**src/rtl/bbox_pkg.sv**
```systemverilog
// Shared types and widths for the multi-channel bounding-box extractor.
package bbox_pkg;

  localparam int HCOUNT_W    = 11;
  localparam int VCOUNT_W    = 10;
  localparam int COUNT_MAX_W = 32;

  typedef enum logic [1:0] {
    IDLE,
    EMIT,
    DONE
  } emit_state_t;

  // Count is carried at full width; the top level narrows it to CNT_W on output.
  typedef struct packed {
    logic                   found;
    logic [HCOUNT_W-1:0]    x;
    logic [VCOUNT_W-1:0]    y;
    logic [HCOUNT_W-1:0]    w;
    logic [VCOUNT_W-1:0]    h;
    logic [COUNT_MAX_W-1:0] count;
  } bbox_result_t;

endpackage

```
**src/rtl/bbox_extent_acc.sv**
```systemverilog
// Single-channel min/max extent and saturating pixel-count accumulator.
// Snapshot outputs carry the post-update value so a hit on the clearing cycle is kept.
module bbox_extent_acc
  import bbox_pkg::*;
#(
  parameter int CNT_W = 20
) (
  input  logic                clk_in,
  input  logic                rst_in,
  input  logic                clear_in,
  input  logic                hit_in,
  input  logic [HCOUNT_W-1:0] hcount_in,
  input  logic [VCOUNT_W-1:0] vcount_in,
  output logic [HCOUNT_W-1:0] min_x,
  output logic [VCOUNT_W-1:0] min_y,
  output logic [HCOUNT_W-1:0] max_x,
  output logic [VCOUNT_W-1:0] max_y,
  output logic [CNT_W-1:0]    count
);

  logic [HCOUNT_W-1:0] min_x_p0;
  logic [VCOUNT_W-1:0] min_y_p0;
  logic [HCOUNT_W-1:0] max_x_p0;
  logic [VCOUNT_W-1:0] max_y_p0;
  logic [CNT_W-1:0]    count_p0;

  always_comb begin
    min_x = min_x_p0;
    min_y = min_y_p0;
    max_x = max_x_p0;
    max_y = max_y_p0;
    count = count_p0;
    if (hit_in) begin
      if (hcount_in < min_x_p0) min_x = hcount_in;
      if (vcount_in < min_y_p0) min_y = vcount_in;
      if (hcount_in > max_x_p0) max_x = hcount_in;
      if (vcount_in > max_y_p0) max_y = vcount_in;
      if (count_p0 != '1)       count = count_p0 + 1'b1;
    end
  end

  // Stage p0: accumulator state; empty means min at all-ones, max and count at zero.
  always_ff @(posedge clk_in) begin
    if (rst_in || clear_in) begin
      min_x_p0 <= '1;
      min_y_p0 <= '1;
      max_x_p0 <= '0;
      max_y_p0 <= '0;
      count_p0 <= '0;
    end else begin
      min_x_p0 <= min_x;
      min_y_p0 <= min_y;
      max_x_p0 <= max_x;
      max_y_p0 <= max_y;
      count_p0 <= count;
    end
  end

endmodule

```
**src/rtl/multi_bounding_box.sv**
```systemverilog
// Per-frame multi-channel bounding-box extractor: accumulates extents per mask
// channel, snapshots on frame end and streams one result per channel.
module multi_bounding_box
  import bbox_pkg::*;
#(
  parameter  int NUM_CH    = 4,
  parameter  int H_PIXELS  = 1280,
  parameter  int V_PIXELS  = 720,
  parameter  int MIN_COUNT = 16,
  parameter  int CNT_W     = 20,
  localparam int CH_W      = (NUM_CH > 1) ? $clog2(NUM_CH) : 1
) (
  input  logic                clk_in,
  input  logic                rst_in,
  input  logic [HCOUNT_W-1:0] hcount_in,
  input  logic [VCOUNT_W-1:0] vcount_in,
  input  logic [NUM_CH-1:0]   mask_in,
  input  logic                tabulate_in,
  input  logic                ready_in,
  output logic                valid_out,
  output logic [CH_W-1:0]     ch_out,
  output logic                found_out,
  output logic [HCOUNT_W-1:0] x_out,
  output logic [VCOUNT_W-1:0] y_out,
  output logic [HCOUNT_W-1:0] w_out,
  output logic [VCOUNT_W-1:0] h_out,
  output logic [CNT_W-1:0]    count_out,
  output logic                frame_done_out,
  output logic                overrun_out
);

  function automatic bbox_result_t make_result(
    input logic [HCOUNT_W-1:0] mnx,
    input logic [VCOUNT_W-1:0] mny,
    input logic [HCOUNT_W-1:0] mxx,
    input logic [VCOUNT_W-1:0] mxy,
    input logic [CNT_W-1:0]    cnt
  );
    bbox_result_t r;
    r       = '0;
    r.count = COUNT_MAX_W'(cnt);
    if ((cnt != '0) && (COUNT_MAX_W'(cnt) >= COUNT_MAX_W'(MIN_COUNT))) begin
      r.found = 1'b1;
      r.x     = mnx;
      r.y     = mny;
      r.w     = mxx - mnx + 1'b1;
      r.h     = mxy - mny + 1'b1;
    end
    return r;
  endfunction

  logic         in_frame;
  bbox_result_t snap_res [NUM_CH];

  assign in_frame = (int'(hcount_in) < H_PIXELS) && (int'(vcount_in) < V_PIXELS);

  for (genvar c = 0; c < NUM_CH; c++) begin : g_acc
    logic [HCOUNT_W-1:0] mnx, mxx;
    logic [VCOUNT_W-1:0] mny, mxy;
    logic [CNT_W-1:0]    cnt;

    bbox_extent_acc #(.CNT_W(CNT_W)) u_acc (
      .clk_in    (clk_in),
      .rst_in    (rst_in),
      .clear_in  (tabulate_in),
      .hit_in    (mask_in[c] && in_frame),
      .hcount_in (hcount_in),
      .vcount_in (vcount_in),
      .min_x     (mnx),
      .min_y     (mny),
      .max_x     (mxx),
      .max_y     (mxy),
      .count     (cnt)
    );

    assign snap_res[c] = make_result(mnx, mny, mxx, mxy, cnt);
  end

  emit_state_t  state_q, state_d;
  logic [CH_W-1:0] idx_q, idx_d;
  logic         load_bank;
  logic         overrun_q;
  bbox_result_t bank_p1 [NUM_CH];
  bbox_result_t cur;
  logic         unused_count_hi;

  always_comb begin
    state_d   = state_q;
    idx_d     = idx_q;
    load_bank = 1'b0;
    case (state_q)
      IDLE: begin
        if (tabulate_in) begin
          state_d   = EMIT;
          idx_d     = '0;
          load_bank = 1'b1;
        end
      end
      EMIT: begin
        if (ready_in) begin
          if (idx_q == CH_W'(NUM_CH - 1)) begin
            state_d = DONE;
            idx_d   = '0;
          end else begin
            idx_d = idx_q + 1'b1;
          end
        end
      end
      DONE:    state_d = IDLE;
      default: state_d = IDLE;
    endcase
  end

  always_ff @(posedge clk_in) begin
    if (rst_in) begin
      state_q   <= IDLE;
      idx_q     <= '0;
      overrun_q <= 1'b0;
    end else begin
      state_q   <= state_d;
      idx_q     <= idx_d;
      overrun_q <= tabulate_in && (state_q != IDLE);
    end
  end

  // Stage p1: result bank, written only when a tabulate is accepted in IDLE.
  always_ff @(posedge clk_in) begin
    if (rst_in) begin
      for (int c = 0; c < NUM_CH; c++) bank_p1[c] <= '0;
    end else if (load_bank) begin
      for (int c = 0; c < NUM_CH; c++) bank_p1[c] <= snap_res[c];
    end
  end

  assign cur             = (state_q == EMIT) ? bank_p1[idx_q] : '0;
  assign unused_count_hi = ^cur.count;

  assign valid_out      = (state_q == EMIT);
  assign frame_done_out = (state_q == DONE);
  assign overrun_out    = overrun_q;
  assign ch_out         = idx_q;
  assign found_out      = cur.found;
  assign x_out          = cur.x;
  assign y_out          = cur.y;
  assign w_out          = cur.w;
  assign h_out          = cur.h;
  assign count_out      = cur.count[CNT_W-1:0];

endmodule

```
**config.mk**
```make
export PLATFORM = sky130hd
export DESIGN_NAME = multi_bounding_box
export DESIGN_NICKNAME = d
export VERILOG_FILES = /design/src/rtl/bbox_pkg.sv /design/src/rtl/bbox_extent_acc.sv /design/src/rtl/multi_bounding_box.sv
export SDC_FILE = /design/constraint.sdc
export NUM_CORES = 1
export LEC_CHECK = 0
export BUFFER_PORTS_ARGS = -buffer_cell sky130_fd_sc_hd__buf_2
export CAP_MARGIN = 20
export CORE_MARGIN = 8
export CORE_UTILIZATION = 40
export DETAILED_ROUTE_END_ITERATION = 8
export PLACE_DENSITY_LB_ADDON = 0.05
export SLEW_MARGIN = 10
export SYNTH_ARGS = -nofsm -noshare
export SYNTH_HDL_FRONTEND = slang
export SYNTH_HIERARCHICAL = 1
export SYNTH_SLANG_ARGS = --single-unit
```
**constraint.sdc**
```tcl
create_clock -name clk_in -period 21.1 [get_ports clk_in]
set_input_delay 3.165 -clock clk_in [delete_from_list [all_inputs] [get_ports clk_in]]
set_output_delay 3.165 -clock clk_in [all_outputs]
set_load 0.005 [all_outputs]
```
### Word-level counts from Yosys, hierarchy flattened

Memories as Yosys holds them, arrays and structs flattened. A register that Yosys moved wholly into a read port is not among the register bits.
Index checks and enable logic that the tools add are counted.

| storage, ports and cells | value |
|---|---|
| flip-flop bits (word level) | 253 |
| memory bits (writable) | 252 |
| input port bits | 29 |
| output and inout port bits | 68 |
| logic and storage cells | 167 |
| memories kept | 1 |

Memory list:

| name | depth | bits a word | rd ports | clocked after Yosys merged registers in | wr ports | line | RTL |
|---|---|---|---|---|---|---|---|
| bank_p1 | 4 | 63 | 1 | 1 | 4 | multi_bounding_box.sv:83 | `bbox_result_t bank_p1 [NUM_CH];` |

| cells by class | value |
|---|---|
| add/sub/neg operators | 21 |
| magnitude comparators | 22 |
| equality and inequality tests | 10 |
| mux-type cells | 66 |
| bitwise operators | 4 |
| reduce and logical (&&, ||, !) cells | 20 |

Operator list:

| operator | number |
|---|---|
| 63-bit two-way mux | 4 |
| 11-bit two-way mux | 16 |
| 43-bit two-way mux | 4 |
| 10-bit two-way mux | 16 |
| 20-bit two-way mux | 8 |
| 20-bit by 1-bit adder with 20-bit output (second input constant) | 4 |
| 20-bit by 5-bit greater-or-equal comparator with 1-bit output (second input constant) | 4 |
| 20-bit inequality test (second input constant) | 4 |
| 20-bit nonzero test | 4 |
| 75-bit two-way mux | 1 |
| 11-bit by 1-bit adder with 11-bit output (second input constant) | 4 |
| 11-bit greater-than comparator | 4 |
| 11-bit less-than comparator | 4 |
| 11-bit subtractor | 4 |
| 10-bit by 1-bit adder with 10-bit output (second input constant) | 4 |
| 10-bit greater-than comparator | 4 |
| 10-bit less-than comparator | 4 |
| 10-bit subtractor | 4 |
| 2-bit two-way mux | 8 |
| 11-bit less-than comparator (second input constant) | 1 |
| 1-bit logical AND | 10 |
| 10-bit less-than comparator (second input constant) | 1 |
| 2-bit one-hot mux with 2 select lines | 2 |
| 1-bit two-way mux | 7 |
| 10 further kinds | 17 |

### Depth between registers and ports, before layout

Gate-level depths: netlist (run 1).

| logic depth | value |
|---|---|
| word-level depth | 8 |
| gate-level depth with buffers | 19 |
| gate-level depth less buffers | 18 |

### Modules after synthesis

The synthesis (run 1) kept the hierarchy.

Modules (own cells, without submodules):

| module | times used | cells each | area each (µm²) | seq. area each (µm²) |
|---|---|---|---|---|
| multi_bounding_box | 1 | 1268 | 15569.9 | 7707.4 |
| bbox_extent_acc (g_acc[0].u_acc ...) | 3 | 485 | 4075.2 | 1241.2 |
| bbox_extent_acc (g_acc[2].u_acc) | 1 | 488 | 4077.7 | 1241.2 |

### Least setup slack after synthesis (run 1)

No wires, ideal clock.

| path | value |
|---|---|
| kind | in2reg |
| from | input port tabulate_in |
| to | memory bank_p1[0][0] in the netlist's numbering (enable) |
| setup time | 615 ps |
| data arrival time | 8221 ps |
| data required time | 20485 ps |
| path slack | 12264 ps |
| stages on the path | 1 |
| path buffers | 0 |
| cells stage by stage | a21o_1 |

RTL lines:

| item | line | RTL |
|---|---|---|
| start, declared | multi_bounding_box.sv:18 | `input logic tabulate_in,` |
| end, declared | multi_bounding_box.sv:83 |  |

==> results.ini, run 1 <==
[cts]
cts.sinks = 507
clk_latency_ns = 0.63
cts-htree-levels = 2
numCtsBuffers = 61
clk_pin_slew_ns = 0.06
hold_buffers = 0
ctsResizeCount = 0
cts_tree = built
clk_path_buf_depth = 3
cts_root_buf = clkbuf_16
cts_setup_buffers = 0

[setup_path]
reg2reg_from = g_acc[3].u_acc/min_y_p0[9]$_SDFF_PP1_
startpoint = vcount_in[4]
end_kind = flip-flop
start_kind = input pin
crit_end = bank_p1[0][37]$_SDFFCE_PN0P_
critPathMaxFanout = 22
critical_path_class = in -> reg
r2r_cells = 15
cp.arrival_ns = 8.52
r2r_setup_slack_ns = 16.09
required_ns = 21.57
r2r_end = bank_p1[3][27]$_SDFFCE_PN0P_

[synth]
async_reset_ff_share_pct = 0
ys_seq_area_share_pct = 39.8
ys_types = 79
synth.cell_area_sq_um = 31900
synth_area_per_cell_sq_um = 9.93
yosysTopAreaCell = edfxtp_1
synth_edf_count = 252
netlist_instances = 3211
ys.warnings.count = 6
syn_nets = 3557
synthTopCellsByArea = edfxtp_1 24%, dfxtp_1 16%, ha_1 12%
ys_ff_latch = 507
synth_top_area_share_pct = 23.7
ys.flop_type = dfxtp_1

[die]
io_pins = 97
start_util_pct = 40.3
die_h_um = 298
die_area_sq_um = 89000
rows = 103
die_w_um = 298
core_sq_um = 79000

[grt]
grt_antenna_before_repair = 10
grt_max_degree = 79
grt-ovfl-total = 0
grt_pass1_vias = 23880
grt_first_pass_wirelength_um = 146000
grt_use_total_pct = 21.1

[power]
vdd_drop_max_v = 0.0000704
leakage_nw = 15.4
p_per_area_nw_per_um2 = 74.4
total_power_w = 0.00264

[hold_path]
worstHoldStart = g_acc[1].u_acc/max_x_p0[7]$_SDFF_PP0_
holdCritPathClass = reg -> reg

[cells_and_area]
drive_above_1_share_pct = 11.6
fin_util_pct = 44.9
fin_nets = 3598
area_delta_synth_final_pct = 11.3

[place]
gp_congestion = 0.893
dpl.hpwl_um = 70500
place_ws_ns = 12.44
io_buffers = 96

[flow_run]
cap_violations = 0

[routing]
wire_per_inst_um = 22.2
drt-initial-drc-count = 1913
via_per_inst = 5.55
drc_errors = 0
wl_um = 96700
num_vias = 24206
first_pass_iters = 5
ant_nets = 0

[sta]
setup_viol = 0
min_period_over_period_pct = 38.2
rsz0062_at_grt = no
holdWs_ns = 0.474
drv_slew = 0
skew_ns = 0.0162
hold_viol = 0
setup_tns_ns = 0
fmax_mhz = 124
slew_headroom_pct = 13.5
fin_crit_ns = 8.06
tightest_slew_ns = 1.30
setup_slack_ns = 13.04

[status]
status = finished, final reports clean

## metrics by stage
step	std cells	cell area, sq um
6_report	4360	35500
2_1_floorplan	3211	31900
3_5_place_dp	4238	33200
4_1_cts	4354	35500
3_3_place_gp	4238	33200
5_1_grt	4355	35500
## flip-flops by register name (all words and copies together), names as in the netlist, named ones only
name,count
g_acc.u_acc/min_x_p0,44
g_acc.u_acc/count_p0,80
overrun_out,1
g_acc.u_acc/max_x_p0,44
bank_p1,252
state_q,2
ch_out,2
g_acc.u_acc/min_y_p0,40
g_acc.u_acc/max_y_p0,40
## worst max-delay path, stage by stage
cell and delay [ns]:
buf_2 0.10, buf_4 0.22, o211a_1 0.26, o21ai_0 0.27, and3_1 0.79, o2111ai_1 0.23
a21oi_1 0.70, o21a_1 0.62, o21ai_0 0.27, ha_1 0.35, inv_1 0.06, ha_1 0.16
inv_1 0.06, fa_1 0.37, nor2b_1 0.21, o31a_1 0.20, o21ai_0 0.12, and3_1 0.20
nor3_1 0.18
## layout by cell type, fill, tap and decap left out, types with 15 or more instances in the layout
master	count
xnor2_1	50
nand2_1	216
xor2_1	42
nor2_1	155
dfxtp_1	253
nand2b_1	16
edfxtp_1	252
nor4_1	20
and3_1	27
nor3_1	39
o2111ai_1	16
inv_1	302
a21oi_1	145
and2_1	244
ha_1	309
nand3_1	87
nand4_1	45
mux2_1	39
mux2i_1	50
o211ai_1	173
o21a_1	27
a211oi_1	34
a21o_1	34
buf_4	36
or3_1	17
mux4_2	63
buf_2	97
and4_1	19
clkbuf_16	63
nor2b_1	18
bufinv_16	15
o21ai_0	179
## synth_stat cells, types with 16 or more instances
cell type    n
ha_1       309
inv_1      303
dfxtp_1    255
edfxtp_1   252
and2_1     244
nand2_1    216
o21ai_0    179
o211ai_1   173
nor2_1     159
a21oi_1    145
nand3_1     87
clkbuf_1    81
mux4_2      63
mux2i_1     50
xnor2_1     50
nand4_1     45
xor2_1      42
mux2_1      39
nor3_1      39
a21o_1      35
a211oi_1    34
buf_2       33
and3_1      27
o21a_1      27
nor4_1      20
and4_1      19
buf_4       18
nand2b_1    18
nor2b_1     18
or3_1       17
o2111ai_1   16
## logic make-up after synthesis
group	share of synthesized area (%)
fa+ha+maj	12.6
compound gates	15.2
simple gates	16.1
xor+xnor	2.53
flops	39.8
mux	7.80
buf+inv	6.03
## where the power goes
| group | internal [W] | leakage, nW | switching, W | total [W] |
|---|---|---|---|---|
| clock | 0.000727 | 1.09 | 0.000455 | 0.00118 |
| combinational | 0.000129 | 9.47 | 0.000232 | 0.000361 |
| sequential | 0.00107 | 4.81 | 0.0000201 | 0.00109 |
| total | 0.00193 | 15.4 | 0.000708 | 0.00264 |
## worst min path at each step
stage                                             to  slack, ns  cells past startpoint
6_report       g_acc[1].u_acc/max_x_p0[7]$_SDFF_PP0_       0.47                      2
3_3_place_gp   g_acc[3].u_acc/max_x_p0[4]$_SDFF_PP0_       0.46                      2
3_5_place_dp   g_acc[1].u_acc/max_x_p0[7]$_SDFF_PP0_       0.47                      2
2_1_floorplan  g_acc[0].u_acc/max_x_p0[1]$_SDFF_PP0_       0.44                      2
5_1_grt        g_acc[3].u_acc/max_x_p0[2]$_SDFF_PP0_       0.49                      2
4_1_cts        g_acc[1].u_acc/max_x_p0[7]$_SDFF_PP0_       0.48                      2
## layer usage
layer | vias to the layer above | wire length (um) | GRT usage, %
met1 | 11763 | 45200 | 29.6
met2 | 564 | 43000 | 32.9
met5 | - | 13 | 0
met3 | 126 | 5760 | 3.89
li1 | 11751 | - | -
met4 | 2 | 2690 | 6.20
## cell type report
cell class / instances / area (sq um)
Fill cell: 7483 / 43500
Multi-Input combinational cell: 2244 / 17300
Inverter: 305 / 1140
Clock inverter: 51 / 671
Sequential cell: 507 / 12700
Tap cell: 1050 / 1310
Timing Repair Buffer: 133 / 756
Clock buffer: 65 / 1580
Antenna cell: 5 / 12.5
Note: power is estimated with default switching activity, not from simulation.
==> run 2, diff against run 1 <==
Clock period 21.1 ns to 6.8 ns, I/O delays scaled along.
==> run 2 against run 1 <==
  * Die area did not move
  * Total power rose to 3.1 times the previous value
  * Sequential share of layout area fell by 0.12 points
  * Sequential power rose to 3.1 times the previous value
  * Register-to-register slack got worse by 14 ns
  * Critical path depth did not move
  * Largest cell class unchanged
  * Highest routed layer unchanged
==> results.ini, run 2 (synthesis gave the netlist of run 1 again) <==
[grt]
grt_antenna_before_repair = 9  ; -1
grt-ovfl-total = 0  ; unchanged
grt_max_degree = 128  ; +62%
grt_use_total_pct = 21.6  ; +0.48 points
grt_first_pass_wirelength_um = 150000  ; +2.2%
grt_pass1_vias = 24693  ; +3.4%

[setup_path]
start_kind = input pin
cp.arrival_ns = 5.54  ; -2.98 ns
crit_end = bank_p1[2][37]$_SDFFCE_PN0P_
reg2reg_from = g_acc[0].u_acc/max_x_p0[9]$_SDFF_PP0_
r2r_setup_slack_ns = 2.42  ; -13.67 ns
r2r_end = bank_p1[0][37]$_SDFFCE_PN0P_
end_kind = flip-flop
critPathMaxFanout = 7  ; -68%
required_ns = 7.18  ; -14.39 ns
startpoint = vcount_in[4]
r2r_cells = 18  ; +3
critical_path_class = in -> reg

[cells_and_area]
nFillCells = 7506  ; +0.31%
largest_register = bank_p1
area_delta_synth_final_pct = 11.7
fin_util_pct = 45.1  ; +0.15 points
drive_above_1_share_pct = 12.3  ; +0.66 points
largest_register_ffs = 252  ; unchanged
fin_nets = 3623  ; +0.69%
diodes = 0  ; -5
reg_top3 = bank_p1: 252 flops, g_acc.u_acc/count_p0: 80 flops
final_common_cell = ha_1
seqCellArea_sq_um = 12700  ; unchanged
multi_input_area_sq_um = 17300  ; unchanged
final_cell_mix = 309 x ha_1, 302 x inv_1, 253 x dfxtp_1

[cts]
cts_setup_buffers = 0  ; unchanged
cts_tree = built
cts.sinks = 507  ; unchanged
clk_latency_ns = 0.65  ; +0.02 ns
clk_pin_slew_ns = 0.06  ; about the same
cts_root_buf = clkbuf_16
clk_path_buf_depth = 3  ; unchanged
hold_buffers = 0  ; unchanged
ctsResizeCount = 0  ; unchanged
numCtsBuffers = 61  ; unchanged
cts-htree-levels = 2  ; unchanged

[sta]
hold_viol = 0  ; unchanged
fin_crit_ns = 5.16
setup_viol = 0  ; unchanged
slew_headroom_pct = 25.7  ; +12 points
min_period_over_period_pct = 75.9
fmax_mhz = 194
skew_ns = 0.0259  ; +0.00970 ns
tightest_slew_ns = 1.10  ; -0.195 ns
drv_slew = 0  ; unchanged
setup_tns_ns = 0  ; unchanged
rsz0062_at_grt = no

[status]
status = finished, final reports clean

[power]
p_per_area_nw_per_um2 = 227  ; +210%
total_power_w = 0.00809  ; +210%
p_clk_share_pct = 43.8  ; -1.0 points
leakage_nw = 15.5  ; +0.72%
p_comb_share_pct = 14.1  ; +0.4 points
vdd_drop_max_v = 0.000216  ; +210%
switching_share_pct = 27.4  ; +0.54 points
power.internal_w = 0.00588  ; +200%
seqPwrFrac_pct = 42.1  ; +0.6 points
p_sw_w = 0.00221  ; +210%

[routing]
via_per_inst = 5.60  ; +0.82%
num_vias = 24516  ; +1.3%
ant_nets = 0  ; unchanged
first_pass_iters = 5  ; unchanged
wl_um = 98600  ; +2.0%
drc_errors = 0  ; unchanged
drt-initial-drc-count = 1604  ; -16%
wire_per_inst_um = 22.5  ; +1.6%

[die]
rows = 103  ; unchanged
io_pins = 97  ; unchanged
die_h_um = 298  ; unchanged
core_sq_um = 79000  ; unchanged
start_util_pct = 40.3  ; unchanged
die_w_um = 298  ; unchanged
die_area_sq_um = 89000  ; unchanged

[flow_run]
cap_violations = 0  ; unchanged

[place]
gp_congestion = 0.861  ; -3.5%
io_buffers = 96  ; unchanged
dpl.hpwl_um = 72200  ; +2.4%

[hold_path]
holdCritPathClass = reg -> reg

[run 2: changes by cell type in the layout (fill, tap and decap cells not counted), moves of 5 or more]
cell       change
buf_4         +22
bufinv_16      -5
clkbuf_1       +5
clkinv_1       -5
clkinv_2       +7
diode_2        -5
[run 2: cell type report]
cell class	instances	area share (%)
Tap cell	1050	3.69
Multi-Input combinational cell	2244	48.7
Clock inverter	42	1.37
Timing Repair Buffer	158	2.76
Sequential cell	507	35.6
Inverter	305	3.22
Clock buffer	74	4.69
[run 2: worst min-delay path by stage]
stage / slack [ns] / to / cells past startpoint / start
global route: 0.49 / g_acc[1].u_acc/max_x_p0[2]$_SDFF_PP0_ / 2 / g_acc[1].u_acc/max_x_p0[2]$_SDFF_PP0_
finish: 0.47 / g_acc[0].u_acc/max_x_p0[5]$_SDFF_PP0_ / 2 / g_acc[0].u_acc/max_x_p0[5]$_SDFF_PP0_
detailed placement: 0.47 / g_acc[1].u_acc/max_x_p0[4]$_SDFF_PP0_ / 2 / g_acc[1].u_acc/max_x_p0[4]$_SDFF_PP0_
global placement: 0.45 / g_acc[0].u_acc/max_x_p0[2]$_SDFF_PP0_ / 2 / g_acc[0].u_acc/max_x_p0[2]$_SDFF_PP0_
CTS: 0.47 / g_acc[1].u_acc/max_x_p0[4]$_SDFF_PP0_ / 2 / g_acc[1].u_acc/max_x_p0[4]$_SDFF_PP0_
floorplan: 0.44 / g_acc[0].u_acc/max_x_p0[1]$_SDFF_PP0_ / 2 / g_acc[0].u_acc/max_x_p0[1]$_SDFF_PP0_
[run 2: per-layer routing]
layer,track usage (%),share of wire (%),vias to the layer above
met1,28.5,45,11893
li1,-,-,11780
met5,0,0.043,-
met3,4.07,5.4,193
met4,8.57,4.2,8
met2,34.7,45,642
[run 2: power by group through the flow]
stage	clock network, W	logic, W	registers [W]
4_1_cts	0.00363	0.00115	0.00341
6_report	0.00354	0.00114	0.00340
3_5_place_dp	0	0.00114	0.00347
3_3_place_gp	0	0.00112	0.00347
2_1_floorplan	0	0.000754	0.00344
5_1_grt	0.00375	0.00127	0.00342
[run 2: stage by stage]
| step | hold slack (ns) | instances | area, sq um | setup slack, ns |
|---|---|---|---|---|
| 3_5_place_dp | 0.466 | 4263 | 33400 | 0.982 |
| 6_report | 0.475 | 4380 | 35600 | 1.64 |
| 4_1_cts | 0.474 | 4379 | 35600 | 1.67 |
| 5_1_grt | 0.490 | 4380 | 35600 | 1.18 |
| 2_1_floorplan | 0.444 | 3211 | 31900 | 0.109 |
| 3_3_place_gp | 0.452 | 4263 | 33400 | 1.10 |
[run 2: worst max-delay path: stages]
cell,delay (ns)
buf_2,0.11
o211a_1,0.27
o21ai_0,0.42
and3_1,0.63
o2111ai_1,0.20
a21oi_1,0.46
buf_4,0.24
o21a_1,0.17
o21ai_0,0.12
ha_1,0.32
inv_1,0.06
ha_1,0.19
inv_1,0.06
fa_1,0.40
nor2b_1,0.22
o31a_1,0.24
o21ai_0,0.12
a21oi_1,0.21
nor3_2,0.05
